$ cat config.mk
export PLATFORM = sky130hd
export DESIGN_NAME = data_table_search_dispatcher
export DESIGN_NICKNAME = d
export VERILOG_FILES = /design/src/rtl/data_table_search_dispatcher.sv
export SDC_FILE = /design/constraint.sdc
export NUM_CORES = 1
export LEC_CHECK = 0
export ABC_AREA = 0
export CAP_MARGIN = 20
export CORE_AREA = 2 2 125 127
export DETAILED_ROUTE_END_ITERATION = 8
export DIE_AREA = 0 0 127 129
export HOLD_SLACK_MARGIN = 0.08
export SKIP_CTS_REPAIR_TIMING = 1
export SYNTH_ARGS = -nofsm -noshare
export SYNTH_HDL_FRONTEND = slang
export SYNTH_SLANG_ARGS = --single-unit
$ cat constraint.sdc
create_clock -name clk_i -period 3.9 [get_ports clk_i]
set_input_delay 0.78 -clock clk_i [delete_from_list [all_inputs] [get_ports clk_i]]
set_output_delay 0.78 -clock clk_i [all_outputs]
set_load 0.01 [all_outputs]
$ cat src/rtl/data_table_search_dispatcher.sv
// Dispatches hash-table tasks to ENGINES_CNT search engines, arbitrates the shared RAM read port
// and merges engine results. Optional macro IN_ORDER_RES_EN returns results in acceptance order.
module data_table_search_dispatcher #(
  parameter int unsigned ENGINES_CNT = 3,
  parameter int unsigned RAM_LATENCY = 2,
  parameter int unsigned A_WIDTH     = 10,
  parameter int unsigned TASK_WIDTH  = 64,
  parameter int unsigned RES_WIDTH   = 32,
  parameter int unsigned ORDER_DEPTH = 8
) (
  input  logic                             clk_i,
  input  logic                             rst_i,
  input  logic [TASK_WIDTH-1:0]            task_i,
  input  logic                             task_valid_i,
  output logic                             task_ready_o,
  output logic [TASK_WIDTH-1:0]            eng_task_o,
  output logic [ENGINES_CNT-1:0]           eng_task_run_o,
  input  logic [ENGINES_CNT-1:0]           eng_busy_i,
  input  logic [ENGINES_CNT*A_WIDTH-1:0]   eng_rd_addr_i,
  input  logic [ENGINES_CNT-1:0]           eng_rd_en_i,
  output logic [ENGINES_CNT-1:0]           rd_avail_o,
  output logic [ENGINES_CNT-1:0]           rd_data_val_o,
  output logic [A_WIDTH-1:0]               rd_addr_o,
  output logic                             rd_en_o,
  output logic                             rd_err_o,
  input  logic [ENGINES_CNT*RES_WIDTH-1:0] eng_res_i,
  input  logic [ENGINES_CNT-1:0]           eng_res_valid_i,
  output logic [ENGINES_CNT-1:0]           eng_res_ready_o,
  output logic [RES_WIDTH-1:0]             res_o,
  output logic                             res_valid_o,
  input  logic                             res_ready_i
);

  localparam int unsigned IDX_W = (ENGINES_CNT > 1) ? $clog2(ENGINES_CNT) : 1;

  if (RAM_LATENCY < 1) begin : g_lat_chk
    $error("RAM_LATENCY must be at least 1");
  end
  if (ORDER_DEPTH < ENGINES_CNT) begin : g_depth_chk
    $error("ORDER_DEPTH must be at least ENGINES_CNT");
  end

  function automatic logic [IDX_W-1:0] wrap_add(input logic [IDX_W-1:0] base,
                                                input int unsigned k);
    int unsigned s;
    s = 32'(base) + k;
    if (s >= ENGINES_CNT) s = s - ENGINES_CNT;
    return s[IDX_W-1:0];
  endfunction

  // ---------------------------------------------------------------- dispatch
  logic [ENGINES_CNT-1:0] free;
  logic [IDX_W-1:0]       disp_ptr_q;
  logic [IDX_W-1:0]       grant_idx;
  logic                   grant_found;
  logic                   fifo_full;
  logic                   accept;

  assign free       = ~eng_busy_i;
  assign eng_task_o = task_i;

  always_comb begin
    grant_idx   = '0;
    grant_found = 1'b0;
    for (int unsigned k = 0; k < ENGINES_CNT; k++) begin
      if (!grant_found && free[wrap_add(disp_ptr_q, k)]) begin
        grant_idx   = wrap_add(disp_ptr_q, k);
        grant_found = 1'b1;
      end
    end
  end

  assign task_ready_o = (|free) && !fifo_full;
  assign accept       = task_valid_i && task_ready_o;

  always_comb begin
    eng_task_run_o = '0;
    if (accept) eng_task_run_o[grant_idx] = 1'b1;
  end

  always_ff @(posedge clk_i or posedge rst_i) begin
    if (rst_i) begin
      disp_ptr_q <= '0;
    end else if (accept) begin
      disp_ptr_q <= wrap_add(grant_idx, 1);
    end
  end

  // ---------------------------------------------------------------- RAM read token
  logic [ENGINES_CNT-1:0] rd_avail_q;
  logic [ENGINES_CNT-1:0] rd_avail_d;
  logic [ENGINES_CNT-1:0] rd_hit;
  logic                   rd_err_q;
  logic [ENGINES_CNT-1:0] dly_q [RAM_LATENCY];

  if (ENGINES_CNT == 1) begin : g_tok_single
    assign rd_avail_d = 1'b1;
  end else begin : g_tok_rot
    assign rd_avail_d = {rd_avail_q[ENGINES_CNT-2:0], rd_avail_q[ENGINES_CNT-1]};
  end

  // Requests from engines not holding the token are dropped, never forwarded.
  assign rd_hit  = eng_rd_en_i & rd_avail_q;
  assign rd_en_o = |rd_hit;

  always_comb begin
    rd_addr_o = '0;
    for (int unsigned i = 0; i < ENGINES_CNT; i++) begin
      if (rd_avail_q[i]) rd_addr_o = eng_rd_addr_i[i*A_WIDTH +: A_WIDTH];
    end
  end

  always_ff @(posedge clk_i or posedge rst_i) begin
    if (rst_i) begin
      rd_avail_q <= ENGINES_CNT'(1);
      rd_err_q   <= 1'b0;
      for (int unsigned i = 0; i < RAM_LATENCY; i++) dly_q[i] <= '0;
    end else begin
      rd_avail_q <= rd_avail_d;
      rd_err_q   <= rd_err_q | (|(eng_rd_en_i & ~rd_avail_q));
      dly_q[0]   <= rd_hit;
      for (int unsigned i = 1; i < RAM_LATENCY; i++) dly_q[i] <= dly_q[i-1];
    end
  end

  assign rd_avail_o    = rd_avail_q;
  assign rd_err_o      = rd_err_q;
  assign rd_data_val_o = dly_q[RAM_LATENCY-1];

  // ---------------------------------------------------------------- result merge
  logic [IDX_W-1:0] sel;
  logic             res_hs;

  assign res_hs = res_valid_o && res_ready_i;

`ifdef IN_ORDER_RES_EN
  localparam int unsigned OPTR_W = (ORDER_DEPTH > 1) ? $clog2(ORDER_DEPTH) : 1;
  localparam int unsigned CNT_W  = $clog2(ORDER_DEPTH + 1);

  logic [IDX_W-1:0]  ord_q [ORDER_DEPTH];
  logic [OPTR_W-1:0] ord_wr_q;
  logic [OPTR_W-1:0] ord_rd_q;
  logic [CNT_W-1:0]  ord_cnt_q;
  logic              fifo_empty;

  function automatic logic [OPTR_W-1:0] ord_inc(input logic [OPTR_W-1:0] p);
    return (p == OPTR_W'(ORDER_DEPTH - 1)) ? '0 : p + 1'b1;
  endfunction

  // Fullness is judged before any same-cycle pop, so a full FIFO always blocks accept.
  assign fifo_full  = (ord_cnt_q == CNT_W'(ORDER_DEPTH));
  assign fifo_empty = (ord_cnt_q == '0);
  assign sel        = ord_q[ord_rd_q];
  assign res_valid_o = !fifo_empty && eng_res_valid_i[sel];

  always_ff @(posedge clk_i) begin
    if (accept) ord_q[ord_wr_q] <= grant_idx;
  end

  always_ff @(posedge clk_i or posedge rst_i) begin
    if (rst_i) begin
      ord_wr_q  <= '0;
      ord_rd_q  <= '0;
      ord_cnt_q <= '0;
    end else begin
      if (accept) ord_wr_q <= ord_inc(ord_wr_q);
      if (res_hs) ord_rd_q <= ord_inc(ord_rd_q);
      if (accept && !res_hs) ord_cnt_q <= ord_cnt_q + 1'b1;
      else if (!accept && res_hs) ord_cnt_q <= ord_cnt_q - 1'b1;
    end
  end
`else
  logic [IDX_W-1:0] res_ptr_q;
  logic             res_found;

  assign fifo_full = 1'b0;

  always_comb begin
    sel       = '0;
    res_found = 1'b0;
    for (int unsigned k = 0; k < ENGINES_CNT; k++) begin
      if (!res_found && eng_res_valid_i[wrap_add(res_ptr_q, k)]) begin
        sel       = wrap_add(res_ptr_q, k);
        res_found = 1'b1;
      end
    end
  end

  assign res_valid_o = |eng_res_valid_i;

  always_ff @(posedge clk_i or posedge rst_i) begin
    if (rst_i) begin
      res_ptr_q <= '0;
    end else if (res_hs) begin
      res_ptr_q <= wrap_add(sel, 1);
    end
  end
`endif

  always_comb begin
    res_o = '0;
    for (int unsigned i = 0; i < ENGINES_CNT; i++) begin
      if (sel == IDX_W'(i)) res_o = eng_res_i[i*RES_WIDTH +: RES_WIDTH];
    end
    eng_res_ready_o = '0;
    if (res_valid_o) eng_res_ready_o[sel] = res_ready_i;
  end

endmodule
==> metrics.cfg <==
[yosys]
synth_cell_type_count = 40
synth_edf_count = 0
postSynth.asyncResetShare = 1.00
yosysSeqAreaShare = 0.154
ys.flop_type = dfrtp_1
synth_nets = 529
syn_area_um2 = 2280
synth.avg_cell_area_um2 = 7.31
synth-seq-cells = 14
synthCells = 312
synth_most_common_cell = buf_4
synth_top_area_share = 0.220
ys_top_cells_by_area = buf_4, dfrtp_1, a22oi_1, o21ai_0, ha_1
ys_top_cells_by_count = buf_4, nand2_1, a22oi_1
ys_warn_count = 0
synth_largest_area_cell = buf_4

[die]
die_y_um = 129
initial_core_util = 0.152
core_area_um2 = 15000
io_pins = 325
row_count = 45
die_area_um2 = 16400
die_x_um = 127

[sta]
slew_headroom = 0.577
finalMaxSlewViolations = 0
whs_ps = 344
max_freq_ghz = 0.264
rsz0062_at_grt = false
tightest_slew_ps = 635
finalHoldViolations = 0
setup_viol = 0
period_minus_slack_ps = 3790
fin_ws_ps = 114
fin_crit_sh = 0.971
skew_ps = 0.353

[critical_path]
r2r_slack_ps = 1570
cp-end-kind = primary output
worstReg2RegStart = res_ptr_q[1]$_DFFE_PP0P_
crit_type = in2out
start_kind = primary input
crit_arrival_ps = 3010
cp_max_fo = 7
rr_endpoint = res_ptr_q[1]$_DFFE_PP0P_
r2r_cells = 10
critical_path_required_ps = 3120

[clock_tree]
htree_num_levels = 1
clkSinkCount = 14
clk_latency_ps = 240
cts_root_buffer = clkbuf_16
cts_buffers = 3
cts_buffer_depth = 2
clkTransAtPathRegs_ps = 40
cts_tree = built

[detailed_routing]
drc = 0
viasPerCell = 4.39
antenna_left = 0
vias = 2767
wirelength_um = 9800
drt_pre_antenna_iters = 4
drt_iter0_markers = 134
wl_per_cell_um = 15.6

[placed_design]
gp_congestion = 0.756
post-place-ws_ps = -597
io_buffers = 196
placed_area_um2 = 4020
hpwlAfterDp_um = 7390
placed_cells = 621

[hold_path]
hold_class = reg2reg
min_from = dly_q[5]$_DFF_PP0_
hold_end = rd_data_val_o[2]$_DFF_PP0_
holdPathStages = 0

[global_routing]
met2_usage = 0.179
grt_pass1_wl_um = 13100
top_usage_layer = met2
grt_use_met1 = 0.105
grt_use_total = 0.0981
grt_max_degree = 66
grt_antenna_before_repair = 0
grt_overflow = 0
grt_use_met3 = 0.0466
grt_pass1_vias = 2713

[final_layout]
finalInstanceArea_um2 = 4360
area_growth_pct = 91.2
instances_no_fill = 630
layout-drive-gt1-share = 0.122
antenna_cells = 0
nNetsFinal = 660

[flow_run]
drv_cap = 0

[power_and_ir_drop]
ir_worst_vdd_mv = 0.234
power-per-cell-area_nw_per_um2 = 701
leakage_nw = 1.97
power_mw = 3.06

[status]
outcome = completed

[worst max path at each step]
| stage | start | cells past startpoint | endpoint |
|---|---|---|---|
| floorplan | res_ptr_q[0]$_DFFE_PP0P_ | 12 | res_o[13] |
| global placement | eng_res_valid_i[0] | 11 | res_o[31] |
| detailed placement | eng_res_valid_i[1] | 11 | res_o[31] |
| CTS | eng_res_valid_i[1] | 11 | res_o[31] |
| global route | eng_busy_i[2] | 8 | eng_task_run_o[0] |
| finish | eng_busy_i[2] | 8 | eng_task_run_o[1] |
[through the flow]
stage	util	setup TNS [ps]
floorplan	-	0
global placement	0.268	-9590
detailed placement	0.268	-12500
CTS	0.274	-12490
global route	0.291	0
finish	0.291	0
[final cells by class]
cell class	instances	area, um^2
Timing Repair Buffer	210	2210
Multi-Input combinational cell	207	1450
Fill cell	1589	10600
Inverter	7	26.3
Tap cell	188	235
Clock buffer	4	88.8
Sequential cell	14	353
[state kept, by name, summed over array words and instances, names as in the netlist]
register / flops
rd_err_o: 1
rd_avail_o: 3
disp_ptr_q: 2
dly_q: 3
rd_data_val_o: 3
res_ptr_q: 2
[layer usage]
layer  routed length, um  part of all wire
met5                   0                 0
met4                  63            0.0064
met3                1390              0.14
met2                4780              0.49
met1                3560              0.36
[layout by cell type, fill, tap and decap left out, drive strengths merged, types with 7 or more instances in the layout]
cell	n
clkdlybuf4s50	160
nand2	46
o21ai	44
a22oi	41
dlymetal6s2s	29
clkbuf	15
ha	14
dfrtp	13
buf	10
nor2	9
inv	7
[kinds of logic (layout without fill, tap and decap cells)]
logic type      count (synthesis)  after routing  synth area share
simple gates                   79             79             0.164
flops                          14             14             0.154
compound gates                106            106             0.304
buf+inv                        91            221             0.262
fa+ha+maj                      14             14            0.0768
mux                             8              8            0.0389
[power breakdown]
group,switching [mW],total [mW],internal [mW]
Combinational,1.29,2.66,1.37
Sequential,0.0223,0.187,0.165
Clock,0.0552,0.210,0.155
[critical path, stage by stage]
cell,delay (ps)
clkdlybuf4s50_1,540
mux2_2,330
o221ai_2,230
nor2_1,110
o22a_1,180
ha_1,190
and3_1,170
clkdlybuf4s50_1,480
No activity file was read; power rests on OpenSTA's default activity.
